## src/rtl/video_timing_pkg.sv

```systemverilog
// rtl/video_timing_pkg.sv - 640x480@60 timing constants, RGB888 type and colour-bar table
package video_timing_pkg;

    localparam int COORD_W = 10;

    localparam int VT_H_ACTIVE = 640;
    localparam int VT_H_FP     = 16;
    localparam int VT_H_SYNC   = 96;
    localparam int VT_H_BP     = 48;
    localparam int VT_V_ACTIVE = 480;
    localparam int VT_V_FP     = 10;
    localparam int VT_V_SYNC   = 2;
    localparam int VT_V_BP     = 33;

    typedef struct packed {
        logic [7:0] r;
        logic [7:0] g;
        logic [7:0] b;
    } rgb888_t;

    // White, yellow, cyan, green, magenta, red, blue, black
    localparam rgb888_t BAR_COLORS [8] = '{
        24'hFFFFFF, 24'hFFFF00, 24'h00FFFF, 24'h00FF00,
        24'hFF00FF, 24'hFF0000, 24'h0000FF, 24'h000000
    };

    function automatic rgb888_t bar_color(input logic [COORD_W-1:0] x, input int bar_w);
        int idx;
        idx = int'(x) / bar_w;
        if (idx > 7) idx = 7;
        return BAR_COLORS[idx[2:0]];
    endfunction

endpackage

```

## src/rtl/sync_delay_line.sv

```systemverilog
// rtl/sync_delay_line.sv - WIDTH x DEPTH shift register with flush on reset; DEPTH=0 passes through
module sync_delay_line #(
    parameter int WIDTH = 1,
    parameter int DEPTH = 1
) (
    input  logic             i_clk,
    input  logic             i_rst,
    input  logic [WIDTH-1:0] i_data,
    output logic [WIDTH-1:0] o_data
);

    generate
        if (DEPTH == 0) begin : g_pass
            logic w_unused_clk_rst;
            assign w_unused_clk_rst = i_clk ^ i_rst;
            assign o_data = i_data;
        end else begin : g_shift
            logic [WIDTH-1:0] r_stage [DEPTH];

            always_ff @(posedge i_clk) begin
                if (i_rst) begin
                    for (int i = 0; i < DEPTH; i++) r_stage[i] <= '0;
                end else begin
                    r_stage[0] <= i_data;
                    for (int i = 1; i < DEPTH; i++) r_stage[i] <= r_stage[i-1];
                end
            end

            assign o_data = r_stage[DEPTH-1];
        end
    endgenerate

endmodule

```

## src/rtl/video_timing_ctrl.sv

```systemverilog
// rtl/video_timing_ctrl.sv - raster counters, pixel fetch requests and pixel/sync realignment
// Optional TEST_PATTERN_EN: test_en replaces source pixels with eight vertical colour bars.
module video_timing_ctrl
    import video_timing_pkg::*;
#(
    parameter int   H_ACTIVE = VT_H_ACTIVE,
    parameter int   H_FP     = VT_H_FP,
    parameter int   H_SYNC   = VT_H_SYNC,
    parameter int   H_BP     = VT_H_BP,
    parameter int   V_ACTIVE = VT_V_ACTIVE,
    parameter int   V_FP     = VT_V_FP,
    parameter int   V_SYNC   = VT_V_SYNC,
    parameter int   V_BP     = VT_V_BP,
    parameter logic SYNC_POL = 1'b0,
    parameter int   LATENCY  = 2
) (
    input  logic               pix_clk,
    input  logic               rst,
    output logic               req,
    output logic [COORD_W-1:0] req_x,
    output logic [COORD_W-1:0] req_y,
    output logic               frame_start,
    input  logic               pix_valid,
    input  logic [23:0]        pix_data,
    input  logic               test_en,
    input  logic               underflow_clr,
    output logic               underflow,
    output logic [7:0]         red,
    output logic [7:0]         green,
    output logic [7:0]         blue,
    output logic               hsync,
    output logic               vsync,
    output logic               de
);

    localparam int H_TOTAL = H_ACTIVE + H_FP + H_SYNC + H_BP;
    localparam int V_TOTAL = V_ACTIVE + V_FP + V_SYNC + V_BP;

    localparam logic [COORD_W-1:0] L_H_LAST   = COORD_W'(H_TOTAL - 1);
    localparam logic [COORD_W-1:0] L_V_LAST   = COORD_W'(V_TOTAL - 1);
    localparam logic [COORD_W-1:0] L_H_ACT    = COORD_W'(H_ACTIVE);
    localparam logic [COORD_W-1:0] L_V_ACT    = COORD_W'(V_ACTIVE);
    localparam logic [COORD_W-1:0] L_HS_START = COORD_W'(H_ACTIVE + H_FP);
    localparam logic [COORD_W-1:0] L_HS_END   = COORD_W'(H_ACTIVE + H_FP + H_SYNC);
    localparam logic [COORD_W-1:0] L_VS_START = COORD_W'(V_ACTIVE + V_FP);
    localparam logic [COORD_W-1:0] L_VS_END   = COORD_W'(V_ACTIVE + V_FP + V_SYNC);

    logic [COORD_W-1:0] r_h_cnt;
    logic [COORD_W-1:0] r_v_cnt;

    always_ff @(posedge pix_clk) begin
        if (rst) begin
            r_h_cnt <= '0;
            r_v_cnt <= '0;
        end else if (r_h_cnt == L_H_LAST) begin
            r_h_cnt <= '0;
            r_v_cnt <= (r_v_cnt == L_V_LAST) ? '0 : r_v_cnt + 1'b1;
        end else begin
            r_h_cnt <= r_h_cnt + 1'b1;
        end
    end

    logic w_active;
    assign w_active = (r_h_cnt < L_H_ACT) && (r_v_cnt < L_V_ACT);

    logic               r_req;
    logic [COORD_W-1:0] r_req_x;
    logic [COORD_W-1:0] r_req_y;
    logic               r_frame_start;
    logic               r_hs_raw;
    logic               r_vs_raw;

    always_ff @(posedge pix_clk) begin
        if (rst) begin
            r_req         <= 1'b0;
            r_req_x       <= '0;
            r_req_y       <= '0;
            r_frame_start <= 1'b0;
            r_hs_raw      <= 1'b0;
            r_vs_raw      <= 1'b0;
        end else begin
            r_req         <= w_active;
            r_req_x       <= w_active ? r_h_cnt : '0;
            r_req_y       <= w_active ? r_v_cnt : '0;
            r_frame_start <= (r_h_cnt == '0) && (r_v_cnt == '0);
            r_hs_raw      <= (r_h_cnt >= L_HS_START) && (r_h_cnt < L_HS_END);
            r_vs_raw      <= (r_v_cnt >= L_VS_START) && (r_v_cnt < L_VS_END);
        end
    end

    assign req         = r_req;
    assign req_x       = r_req_x;
    assign req_y       = r_req_y;
    assign frame_start = r_frame_start;

    // Delay the request-stage timing so it lines up with the source's response
    logic [2:0] w_sync_d;
    logic       w_hs_d;
    logic       w_vs_d;
    logic       w_de_d;

    sync_delay_line #(.WIDTH(3), .DEPTH(LATENCY)) u_sync_delay (
        .i_clk  (pix_clk),
        .i_rst  (rst),
        .i_data ({r_hs_raw, r_vs_raw, r_req}),
        .o_data (w_sync_d)
    );

    assign w_hs_d = w_sync_d[2];
    assign w_vs_d = w_sync_d[1];
    assign w_de_d = w_sync_d[0];

    rgb888_t w_rgb_next;
    logic    w_uf_set;

`ifdef TEST_PATTERN_EN
    localparam int BAR_W = H_ACTIVE / 8;

    logic [COORD_W-1:0] w_x_d;

    sync_delay_line #(.WIDTH(COORD_W), .DEPTH(LATENCY)) u_x_delay (
        .i_clk  (pix_clk),
        .i_rst  (rst),
        .i_data (r_req_x),
        .o_data (w_x_d)
    );

    always_comb begin
        w_rgb_next = '0;
        w_uf_set   = 1'b0;
        if (w_de_d) begin
            if (test_en) begin
                w_rgb_next = bar_color(w_x_d, BAR_W);
            end else if (pix_valid) begin
                w_rgb_next = rgb888_t'(pix_data);
            end else begin
                w_uf_set = 1'b1;
            end
        end
    end
`else
    logic w_unused_test_en;
    assign w_unused_test_en = test_en;

    always_comb begin
        w_rgb_next = '0;
        w_uf_set   = 1'b0;
        if (w_de_d) begin
            if (pix_valid) begin
                w_rgb_next = rgb888_t'(pix_data);
            end else begin
                w_uf_set = 1'b1;
            end
        end
    end
`endif

    logic    r_de;
    logic    r_hsync;
    logic    r_vsync;
    rgb888_t r_rgb;
    logic    r_underflow;

    always_ff @(posedge pix_clk) begin
        if (rst) begin
            r_de        <= 1'b0;
            r_hsync     <= ~SYNC_POL;
            r_vsync     <= ~SYNC_POL;
            r_rgb       <= '0;
            r_underflow <= 1'b0;
        end else begin
            r_de        <= w_de_d;
            r_hsync     <= w_hs_d ? SYNC_POL : ~SYNC_POL;
            r_vsync     <= w_vs_d ? SYNC_POL : ~SYNC_POL;
            r_rgb       <= w_rgb_next;
            // A fresh underflow beats a simultaneous clear
            r_underflow <= w_uf_set | (r_underflow & ~underflow_clr);
        end
    end

    assign de        = r_de;
    assign hsync     = r_hsync;
    assign vsync     = r_vsync;
    assign red       = r_rgb.r;
    assign green     = r_rgb.g;
    assign blue      = r_rgb.b;
    assign underflow = r_underflow;

endmodule

```

## config.mk

```make
export PLATFORM = sky130hd
export DESIGN_NAME = video_timing_ctrl
export DESIGN_NICKNAME = d
export VERILOG_FILES = /design/src/rtl/video_timing_pkg.sv /design/src/rtl/sync_delay_line.sv /design/src/rtl/video_timing_ctrl.sv
export SDC_FILE = /design/constraint.sdc
export NUM_CORES = 1
export LEC_CHECK = 0
export BUFFER_PORTS_ARGS = -buffer_cell sky130_fd_sc_hd__buf_2
export CAP_MARGIN = 30
export CORE_UTILIZATION = 54
export CTS_BUF_LIST = sky130_fd_sc_hd__clkbuf_8 sky130_fd_sc_hd__clkbuf_16
export DETAILED_ROUTE_END_ITERATION = 8
export PLACE_DENSITY = 0.94
export SYNTH_ARGS = -nofsm -noshare
export SYNTH_HDL_FRONTEND = slang
export SYNTH_HIERARCHICAL = 1
export SYNTH_SLANG_ARGS = --single-unit
```

## constraint.sdc

```tcl
create_clock -name pix_clk -period 3.5 [get_ports pix_clk]
set_input_delay 0.175 -clock pix_clk [delete_from_list [all_inputs] [get_ports pix_clk]]
set_output_delay 0.175 -clock pix_clk [all_outputs]
set_load 0.03 [all_outputs]
```

Word-level counts from Yosys, hierarchy flattened
Memory sizes are Yosys's and may differ from the RTL's.
Cells that the tools add are included.
Storage, ports and cells
  input port bits: 29
  output and inout port bits: 50
  logic and storage cells: 53
  register bits after elaboration: 72
  memories kept: 1
  bits in writable memories: 6
Memory list
  u_sync_delay.g_shift.r_stage: words 2, bits a word 3, rd ports 2, clocked after Yosys merged registers in 0, wr ports 2, line sync_delay_line.sv:18  | logic [WIDTH-1:0] r_stage [DEPTH];
Cells by class
  muxes and demuxes: 10
  bitwise gates (word level): 8
  add/sub/neg operators: 2
  equality and inequality tests: 2
  reduce and logical (&&, ||, !) cells: 9
  order comparisons: 6
Operators by type and width (count)
  $add A10 B1 Y10 const B: 2
  $eq A10 B10 Y1 const B: 2
  $logic_not A10 Y1: 2
  $lt A10 B10 Y1 const B: 2
  $lt A10 B9 Y1 const B: 2
  $ge A10 B10 Y1 const B: 1
  $ge A10 B9 Y1 const B: 1
  $mux W10: 1
  $mux W1: 7
  $mux W3: 2
  $logic_and A1 B1 Y1: 4
  $not A1 Y1: 4
  $reduce_or A2 Y1: 2
  $or A1 B1 Y1: 3
  $reduce_or A3 Y1: 1
  $and A1 B1 Y1: 1

Logic depth before layout (Yosys ltp)
Gate-level depths: netlist (run 1).
  word-level depth: 4
  depth in mapped cells: 7
  depth with buffers taken out: 6

Hierarchy
Netlist (run 1), hierarchy kept.
By module, submodules not included
  video_timing_ctrl: area each 2426.1 µm², cells each 237, times used 1, sequential area each 1441.4 µm²
  sync_delay_line: area each 180.2 µm², cells each 15, times used 1, sequential area each 120.1 µm²

Worst setup path after synthesis (run 1)
No wires, ideal clock.
  path kind: register to register
  start: register r_h_cnt[5]
  end: register r_v_cnt[8]
  data required time: 3.430 ns
  buffers on the path: 2
  data arrival time: 1.965 ns
  path slack: 1.464 ns
  library setup time: 0.070 ns
  cell stages (with the launch flop): 7
  clock period less this slack: 2.036 ns
  cell sequence: dfxtp_1 buf_6 or3_4 buf_6 or4_4 or4_1 a21oi_1
Between the ends
  word-level cells in the longest chain between the ends: 1
RTL lines
  start, declared: line video_timing_ctrl.sv:48  | logic [COORD_W-1:0] r_h_cnt;
  start signal, assigned: line video_timing_ctrl.sv:59  | r_h_cnt <= r_h_cnt + 1'b1;
  $eq A10 B10 Y1: line video_timing_ctrl.sv:55  | end else if (r_h_cnt == L_H_LAST) begin
  end signal, assigned: line video_timing_ctrl.sv:57  | r_v_cnt <= (r_v_cnt == L_V_LAST) ? '0 : r_v_cnt + 1'b1;
  end, declared: line video_timing_ctrl.sv:49  | logic [COORD_W-1:0] r_v_cnt;
Every way passes these cells.
A chain may end at the register's enable or synchronous reset.

Worst setup path in the final report (run 1)
  start: register r_h_cnt[0]
  end: register r_v_cnt[8]
Same word-level chain as after synthesis.

==> results.toml, run 1 <==
[sta]
max_slew.worst_pin.slew_ns = 0.8952
fin_crit_ns = 2.151
max_slew_margin_pct = 39.67
fin_skew_ns = 0.007248
slew_violations = 0
setup_viol = 0
rsz0062_at_grt = "no"
setup_tns_ns = 0
hold_viol_final = 0
fmax_mhz = 465.0
period_share_pct = 61.45

[worst_setup_path]
crit_required_ns = 3.77
rr_endpoint = "r_v_cnt[8]"
critPathKind = "flip-flop to flip-flop"
r2r_slack_ns = 1.35
reg2reg_depth = 5
reg2reg_from = "r_h_cnt[0]"
path_max_fanout = 7
worstSetupEndpointType = "flip-flop"
start_kind = "flip-flop"
arrival_ns = 2.42

[drt]
wl_per_cell_um = 13.23
top_layer = "met4"
viasPerCell = 5.155
dr_wl_met2_um = 2559
routed_wl_um = 5026
ant_nets = 0
detailedRoute.firstPassIterationCount = 4
wl_met3_um = 300
num_vias = 1959
drc = 0
drt_iter0_drc = 90
wl_met1_um = 2087

[layout]
fin_util_pct = 69.94
multi_input_area_um2 = 928.4
layout_commonest_cell = "dfxtp_1"
n_antenna_cell = 0
areaGrowthSynthToFinish_pct = 20.88
final_cell_mix = "dfxtp_1 (78), buf_2 (77), and3_1 (25)"
nFillCells = 295
drive_gt1_share_pct = 29.57
nets = 358
seq_area_mm2 = 0.001562

[logic_synthesis]
syn_nets = 285
avgSynthCellArea_um2 = 10.34
syn_inst = 252
synth_edf_count = 0
synth_area_mm2 = 0.002606
ys_ff_latch = 78
async_flop_share_pct = 0
ys_types = 30
yosysSeqAreaShare_pct = 59.91
yosysWarnings = 6
synth_flop_cell = "dfxtp_1"

[floorplanning]
start_util_pct = 57.86
rows = 24
die-height_um = 71.47
core_mm2 = 0.004504
die_area_mm2 = 0.005108
die_w_um = 71.47
ioPinCount = 79

[global_route]
grtUsageTotal_pct = 21.22
antenna_found_initial = 0
first_global_vias = 1822
grt_pass1_wl_um = 8142
overflow = 0
grt_max_degree = 26

[power_and_ir_drop]
pwr_density_cell_mw_per_mm2 = 494.3
peakVddDrop_mv = 0.2637
finalPower_uw = 1557
intPower_uw = 1213
power.share.clock_pct = 37.4
switching_share_pct = 22.10
power_switching_uw = 344.1
p_comb_share_pct = 4.4
seq_power_share_pct = 58.1
power_leakage_uw = 0.001501

[place]
post-dp-hpwl_um = 3538
gp_congestion = 0.8808
numPortBuffers = 77

[cts]
cts_max_path_buffers = 2
insertion_delay_ns = 0.34
clock-sinks = 78
cts-buffers-inserted = 9
cts_tree = "built"
ctsHtreeMaxLevel = 3
ctsResizeCount = 0
clk_pin_slew_ns = 0.07
cts-root-buf = "clkbuf_8"
hold_buffers = 0
post_cts_buffers = 0

[outcome]
outcome = "completed"

[worst_hold_path]
hold_depth = 2
hold_start = "pix_data[19]"
worstHoldEndpoint = "red[3]"
min_path_type = "primary input to flip-flop"

[flow_run]
drv_cap = 0
==> worst max-delay path by stage <==
stage                    start          to  slack (ns)  depth (start not counted)
finish              r_h_cnt[0]  r_v_cnt[8]        1.35                          5
global route        r_h_cnt[0]  r_v_cnt[7]        1.20                          5
global placement    r_h_cnt[0]  r_v_cnt[8]        1.47                          5
floorplan           r_h_cnt[5]  r_v_cnt[8]        1.46                          6
CTS                 r_h_cnt[0]  r_v_cnt[8]        1.36                          5
detailed placement  r_h_cnt[0]  r_v_cnt[8]        1.39                          5
==> state kept, by name (all words and copies together), names as in the netlist <==
signal                        flops
hsync                             1
req                               1
green                             8
r_h_cnt                          10
r_hs_raw                          1
vsync                             1
r_v_cnt                          10
req_x                            10
req_y                            10
u_sync_delay/g_shift.r_stage      6
blue                              8
underflow                         1
frame_start                       1
red                               8
r_vs_raw                          1
de                                1
==> cell families after synthesis <==
group,Yosys count,share of synthesized area (%)
other,1,0.1439
adders and majority gates,4,1.920
xor gates and xnor gates,13,4.369
AOI/OAI and AO/OA,12,2.928
buffers and inverters,24,4.465
DFF,78,59.91
and+or+nand+nor,120,26.26
==> stage by stage <==
step	setup WS, ns	cell area (µm²)	hold slack (ns)	cells
floorplan	1.464	2606	0.2466	252
CTS	1.364	3151	0.04659	380
finish	1.349	3151	0.06037	380
global placement	1.472	2970	0.3479	365
global route	1.195	3151	0.05285	380
detailed placement	1.388	2978	0.3475	366
==> area by class of cell <==
type                       instances  area share, %
clock buffer                      11          4.805
clock inverter                     3         0.6751
inverter                           8         0.9531
multi-input combinational        150          29.47
sequential                        78          49.56
tap                               52          2.065
timing repair buffer              78          12.47
==> synthesized netlist by cell type (all sizes together) (5+ instances only) <==
library cell | count | share of area, %
nand2 | 12 | 1.7
a21oi | 6 | 1.2
clkbuf | 11 | 1.6
and3 | 25 | 6.0
and2 | 19 | 4.6
nor2b | 8 | 1.9
dfxtp | 78 | 60
xnor2 | 9 | 3.0
buf | 5 | 1.7
inv | 8 | 1.2
nand3 | 6 | 1.2
nor2 | 19 | 2.7
nor4 | 7 | 1.7
nand4 | 7 | 1.7
==> power groups by stage <==
stage	registers [µW]	clock network, µW	logic (µW)
4_1_cts	905	592	69.7
6_report	905	583	69.1
2_1_floorplan	939	0	26.7
3_5_place_dp	926	0	68.6
3_3_place_gp	925	0	66.5
5_1_grt	906	629	76.6
==> worst max-delay path, cell delays in order, from the launching register on <==
cell and delay [ns]:
dfxtp_1 0.41, ha_1 0.26, nand4_1 0.29, or4_4 0.54
or4_1 0.42, a21oi_1 0.15
==> layer usage <==
layer	vias up	track usage [%]
met5	-	0
li1	990	-
met3	10	7.876
met4	0	9.804
met2	58	35.77
met1	901	24.03
(Power assumes the default switching activity.)
==> run 2: changes to the inputs <==
ABC_AREA = 1   (was not set)
CORE_UTILIZATION = 51   (was 54)
PLACE_DENSITY = 0.9   (was 0.94)
clock period = 2.2 ns   (was 3.5 ns; I/O delays follow)
==> run 2 against run 1 <==
Synthesized cell count up 35%. Combinational power grew 130%. First-iteration DRC count is 37% higher. Die area up 11%. Flip-flop and latch count unchanged. Global-route usage increased by 5.0 points. Cell area is 15% higher. Wire length up 37%.
==> results.toml, run 2 <==
[layout]
nFillCells = 362
multi_input_area_um2 = 898.4
n_antenna_cell = 0
finalNonFillerCells = 519
drive_gt1_share_pct = 23.83
nets = 477
seq_area_mm2 = 0.001562
areaGrowthSynthToFinish_pct = 31.45
layout_commonest_cell = "nor2_1"
final_cell_mix = "nor2_1 (85), dfxtp_1 (78), buf_2 (77)"

[floorplanning]
die-height_um = 75.37
start_util_pct = 53.41
core_mm2 = 0.005140
die_area_mm2 = 0.005680
rows = 26
ioPinCount = 79
die_w_um = 75.37

[cts]
insertion_delay_ns = 0.35
cts-buffers-inserted = 9
cts_tree = "built"
post_cts_buffers = 0
cts-root-buf = "clkbuf_8"
clk_pin_slew_ns = 0.08
ctsResizeCount = 0
hold_buffers = 24
ctsHtreeMaxLevel = 3
clock-sinks = 78
cts_max_path_buffers = 2

[drt]
drt_iter0_drc = 123
drc = 0
num_vias = 2428
routed_wl_um = 6894
ant_nets = 0
wl_per_cell_um = 13.28
detailedRoute.firstPassIterationCount = 4
viasPerCell = 4.678

[power_and_ir_drop]
seq_power_share_pct = 54.5
intPower_uw = 2023
p_comb_share_pct = 6.0
power_switching_uw = 617.3
power.share.clock_pct = 39.5
peakVddDrop_mv = 0.3197
switching_share_pct = 23.38
pwr_density_cell_mw_per_mm2 = 731.7
power_leakage_uw = 0.001865

[logic_synthesis]
syn_inst = 339
synth_flop_cell = "dfxtp_1"
yosysWarnings = 6
synth_most_common_cell = "nor2_1"
synth_edf_count = 0
ys_types = 26
synth_area_mm2 = 0.002745
avgSynthCellArea_um2 = 8.098
async_flop_share_pct = 0
syn_nets = 372
ys_top_cells_by_area = "dfxtp_1 (57%), nor2_1 (12%), inv_1 (8.1%), nand2_1 (6.7%), nand3_1 (3.1%)"
yosysSeqAreaShare_pct = 56.88
ys_ff_latch = 78
ys_top_cells_by_count = "nor2_1 (85), dfxtp_1 (78), inv_1 (59), nand2_1 (49), nand3_1 (17)"
yosys.area.top_type = "dfxtp_1"
synth.top_cell.area_share_pct = 56.88

[sta]
setup_viol = 0
max_slew.worst_pin.slew_ns = 0.7695
fmax_mhz = 586.0
fin_crit_ns = 1.707
setup_tns_ns = 0
hold_viol_final = 0
slew_violations = 0
max_slew_margin_pct = 48.58
rsz0062_at_grt = "no"
period_share_pct = 77.57
fin_skew_ns = 0.006297

[worst_setup_path]
path_max_fanout = 11
critPathSlowestCell = "dfxtp_1"
arrival_ns = 1.95
max_stage_delay_ns = 0.40
r2r_slack_ns = 0.49
rr_endpoint = "r_v_cnt[9]"
reg2reg_depth = 8
worstSetupEndpointType = "flip-flop"
crit_path_start = "r_h_cnt[0]"
start_kind = "flip-flop"
reg2reg_from = "r_h_cnt[0]"
crit_required_ns = 2.44
worstPathCellList = "ha_1, nand2_2, nor2_8, nand3_1, nand2_2, nand2_2, nand2_1, nor2_1"
critPathKind = "flip-flop to flip-flop"
cpMostUsedCell = "nand2_2"
crit_end = "r_v_cnt[9]"

[outcome]
outcome = "completed"

[global_route]
first_global_vias = 2302
grt_pass1_wl_um = 10700
grtUsageTotal_pct = 26.18
antenna_found_initial = 0
grt_max_degree = 25
overflow = 0

[worst_hold_path]
min_path_type = "primary input to flip-flop"

[place]
dpl.cell_count = 479
numPortBuffers = 77
post-dp-hpwl_um = 3961
gp_congestion = 0.9099

[flow_run]
drv_cap = 0
## run 2: cell types whose count changed after synthesis, moves of 4 or more
cell,previous run,this run
nor4_1,7,1
nand2_1,12,49
clkbuf_1,11,0
xnor2_1,9,0
and2_1,19,0
nor2b_1,8,0
buf_2,0,4
inv_1,8,59
and3_1,25,0
nor2_1,19,85
nand3_1,6,17
## run 2: cell families (layout without fill, tap and decap cells)
group / Yosys count / in the layout / synth area share (%)
simple gates: 174 / 174 / 27.85
flops: 78 / 78 / 56.88
other cells: 1 / 1 / 0.1366
fa+ha+maj: 4 / 4 / 1.823
xor+xnor: 2 / 2 / 0.6382
buf+inv: 69 / 179 / 10.39
compound gates: 11 / 11 / 2.279
## run 2: worst min path at each step
stage	from	end	slack [ns]	depth (start not counted)
after floorplan	rst	u_sync_delay/g_shift.r_stage[0][1]	0.18	1
after global placement	underflow_clr	underflow	0.32	2
after detailed placement	pix_valid	underflow	0.33	2
after CTS	pix_data[21]	red[5]	0.002	3
after global routing	pix_data[21]	red[5]	0.02	3
final	pix_data[21]	red[5]	0.007	3
## run 2: power by group through the flow
stage | clock network (µW) | registers, µW | logic, µW
finish | 1040 | 1440 | 160
global route | 1120 | 1440 | 179
CTS | 1060 | 1440 | 153
detailed placement | 0 | 1470 | 120
global placement | 0 | 1470 | 117
floorplan | 0 | 1490 | 48.0
## run 2: final cells by class
type	count	area share, %
timing repair buffer	102	17.55
multi-input combinational	192	24.90
inverter	61	6.415
sequential	78	43.27
tap	70	2.427
clock buffer	9	3.433
clock inverter	7	2.011
## run 2: per-layer routing
metal	wire (µm)	global-route usage, %
met4	192	17.08
met5	0	0
met2	3301	44.44
met1	2778	28.90
met3	622	7.143
## run 2: metrics by stage
stage	worst slack [ns]	util, %	instance area [µm²]	total power [µW]	hold slack [ns]
final	0.4934	70.20	3608	2640	0.006874
after global routing	0.3467	70.20	3608	2739	0.02472
after CTS	0.4926	70.20	3608	2649	0.002320
after detailed placement	0.5471	61.71	3172	1591	0.3283
after global placement	0.5862	61.71	3172	1586	0.3187
after floorplan	0.8882	-	2745	1542	0.1812
## run 2: critical path: cells and delay by family, from the launching register on
| kind | cells | cell delay (ns) |
|---|---|---|
| flip-flops | 1 | 0.40 |
| AND/OR/NAND/NOR | 7 | 0.97 |
| adder cells (fa/ha/maj) | 1 | 0.23 |
==> run 3: changes to the inputs <==
CORE_UTILIZATION = 46   (was 51)
PLACE_DENSITY = 0.86   (was 0.9)
clock period = 1.5 ns   (was 2.2 ns; I/O delays follow)
==> run 3 against run 2 <==
Critical path depth fell by 1. Setup slack got worse by 0.40 ns. Sequential share of layout area fell by 1.4 points. Clock power rose by 81%. Clock skew rose by 0.0034 ns. Total power rose by 60%. Combinational power rose by 56%. Fmax rose by 21%. Flip-flop and latch count did not move. Hold slack improved by 0.034 ns. Count of clock-buffer cells in the layout rose by 1. Register-to-register slack got worse by 0.40 ns.
==> results.toml, run 3 (synthesis results as in run 2) <==
[worst_setup_path]
r2r_slack_ns = 0.09
start_kind = "flip-flop"
reg2reg_from = "r_h_cnt[0]"
reg2reg_depth = 7
crit_required_ns = 1.73
path_max_fanout = 5
rr_endpoint = "r_h_cnt[7]"
crit_path_start = "r_h_cnt[0]"
worstSetupEndpointType = "flip-flop"
critPathKind = "flip-flop to flip-flop"
arrival_ns = 1.64
crit_end = "r_h_cnt[7]"

[place]
gp_congestion = 0.8811
post-dp-hpwl_um = 4007
dp_slack_ns = 0.05474
numPortBuffers = 77

[sta]
fin_hold_ws_ns = 0.04123
fin_skew_ns = 0.009667
setup_viol = 0
fin_crit_ns = 1.409
layout_setup_ws_ns = 0.09063
hold_viol_final = 0
period_share_pct = 93.96
slew_violations = 0
setup_tns_ns = 0
fmax_mhz = 709.5

[drt]
num_vias = 2451
drt_iter0_drc = 109
ant_nets = 0
viasPerCell = 4.625
wl_per_cell_um = 12.41
detailedRoute.firstPassIterationCount = 5
drc = 0
routed_wl_um = 6576

[global_route]
first_global_vias = 2307
grt_max_degree = 25
grtUsageTotal_pct = 21.36
antenna_found_initial = 0
grt_pass1_wl_um = 10230
overflow = 0

[cts]
cts_max_path_buffers = 2
clock-sinks = 78
clk_pin_slew_ns = 0.08
cts-buffers-inserted = 9
cts_tree = "built"
cts-root-buf = "clkbuf_8"
insertion_delay_ns = 0.35
ctsHtreeMaxLevel = 3

[layout]
n_antenna_cell = 0
nFillCells = 402
areaGrowthSynthToFinish_pct = 36.42
final_cell_mix = "nor2_1 (85), buf_2 (77), dfxtp_1 (74)"
drive_gt1_share_pct = 25.55
nets = 486
layout_commonest_cell = "nor2_1"

[floorplanning]
die-height_um = 79.25
die_area_mm2 = 0.006281
start_util_pct = 48.66
rows = 27
ioPinCount = 79
die_w_um = 79.25
core_mm2 = 0.005642

[power_and_ir_drop]
power_leakage_uw = 0.001941
pwr_density_cell_mw_per_mm2 = 1131
peakVddDrop_mv = 0.6492

[flow_run]
drv_cap = 0

[worst_hold_path]
min_path_type = "primary input to flip-flop"

[outcome]
outcome = "completed"
==> run 3: cell count changes in the layout (fill, tap and decap cells not counted), sizes merged <==
cell | before | now
buf | 78 | 85
clkinvlp | 2 | 1
dlygate4sd3 | 24 | 26
clkbuf | 9 | 10
clkinv | 3 | 1
bufinv | 1 | 3
==> run 3: area by class of cell <==
| type | count | area (µm²) | share of cell area (%) |
|---|---|---|---|
| Inverter | 61 | 231.5 | 6.181 |
| Timing Repair Buffer | 111 | 705.7 | 18.84 |
| Multi-Input combinational cell | 192 | 903.4 | 24.12 |
| Sequential cell | 78 | 1567 | 41.83 |
| Clock buffer | 10 | 137.6 | 3.675 |
| Tap cell | 72 | 90.09 | 2.406 |
| Clock inverter | 6 | 110.1 | 2.940 |
==> run 3: critical path, cell delays in order (launching register included) <==
cell,delay (ns)
dfxtp_2,0.36
ha_1,0.20
nand2_2,0.11
nor2_8,0.16
nand3_1,0.13
nand2_2,0.13
buf_4,0.16
nor2_1,0.05
==> run 3: per-stage QoR <==
| step | std cells | util, % | total power [µW] | area (µm²) |
|---|---|---|---|---|
| after floorplan | 339 | - | 2262 | 2745 |
| after global placement | 488 | 57.20 | 2337 | 3227 |
| after detailed placement | 488 | 57.20 | 2342 | 3227 |
| after CTS | 530 | 66.20 | 4243 | 3735 |
| after global routing | 530 | 66.38 | 4388 | 3745 |
| final | 530 | 66.38 | 4235 | 3745 |
==> run 3: routing by layer <==
layer | global-route usage [%] | vias to the layer above | part of all wire [%]
li1 | - | 1234 | -
met1 | 24.86 | 1108 | 44
met2 | 35.60 | 98 | 47
met3 | 6.437 | 11 | 7.3
met4 | 10.36 | 0 | 1.4
met5 | 0 | - | 0
==> run 3: repair_timing <==
action                                  4_1_cts  5_1_grt
endpoints found under the hold margin        25        0
endpoints found under the setup margin        0        8
resized for setup                             0        5
hold buffers                                 26        0
buffers inserted                              0        0
==> run 3: worst min-delay path by stage <==
stage,startpoint,end,cells after the start,slack (ns)
floorplan,rst,u_sync_delay/g_shift.r_stage[0][1],1,0.15
global placement,pix_valid,underflow,2,0.29
detailed placement,pix_valid,underflow,2,0.29
CTS,rst,r_v_cnt[6],2,0.02
global route,rst,u_sync_delay/g_shift.r_stage[0][4],2,0.06
finish,rst,r_v_cnt[6],2,0.04
==> run 3: where the power goes <==
| part | leakage (µW) | internal [µW] | switching (µW) |
|---|---|---|---|
| Combinational | 0.00118 | 113 | 136 |
| Clock | 0.000124 | 1150 | 729 |
| Sequential | 0.000633 | 2100 | 13.6 |
| Total | 0.00194 | 3360 | 878 |
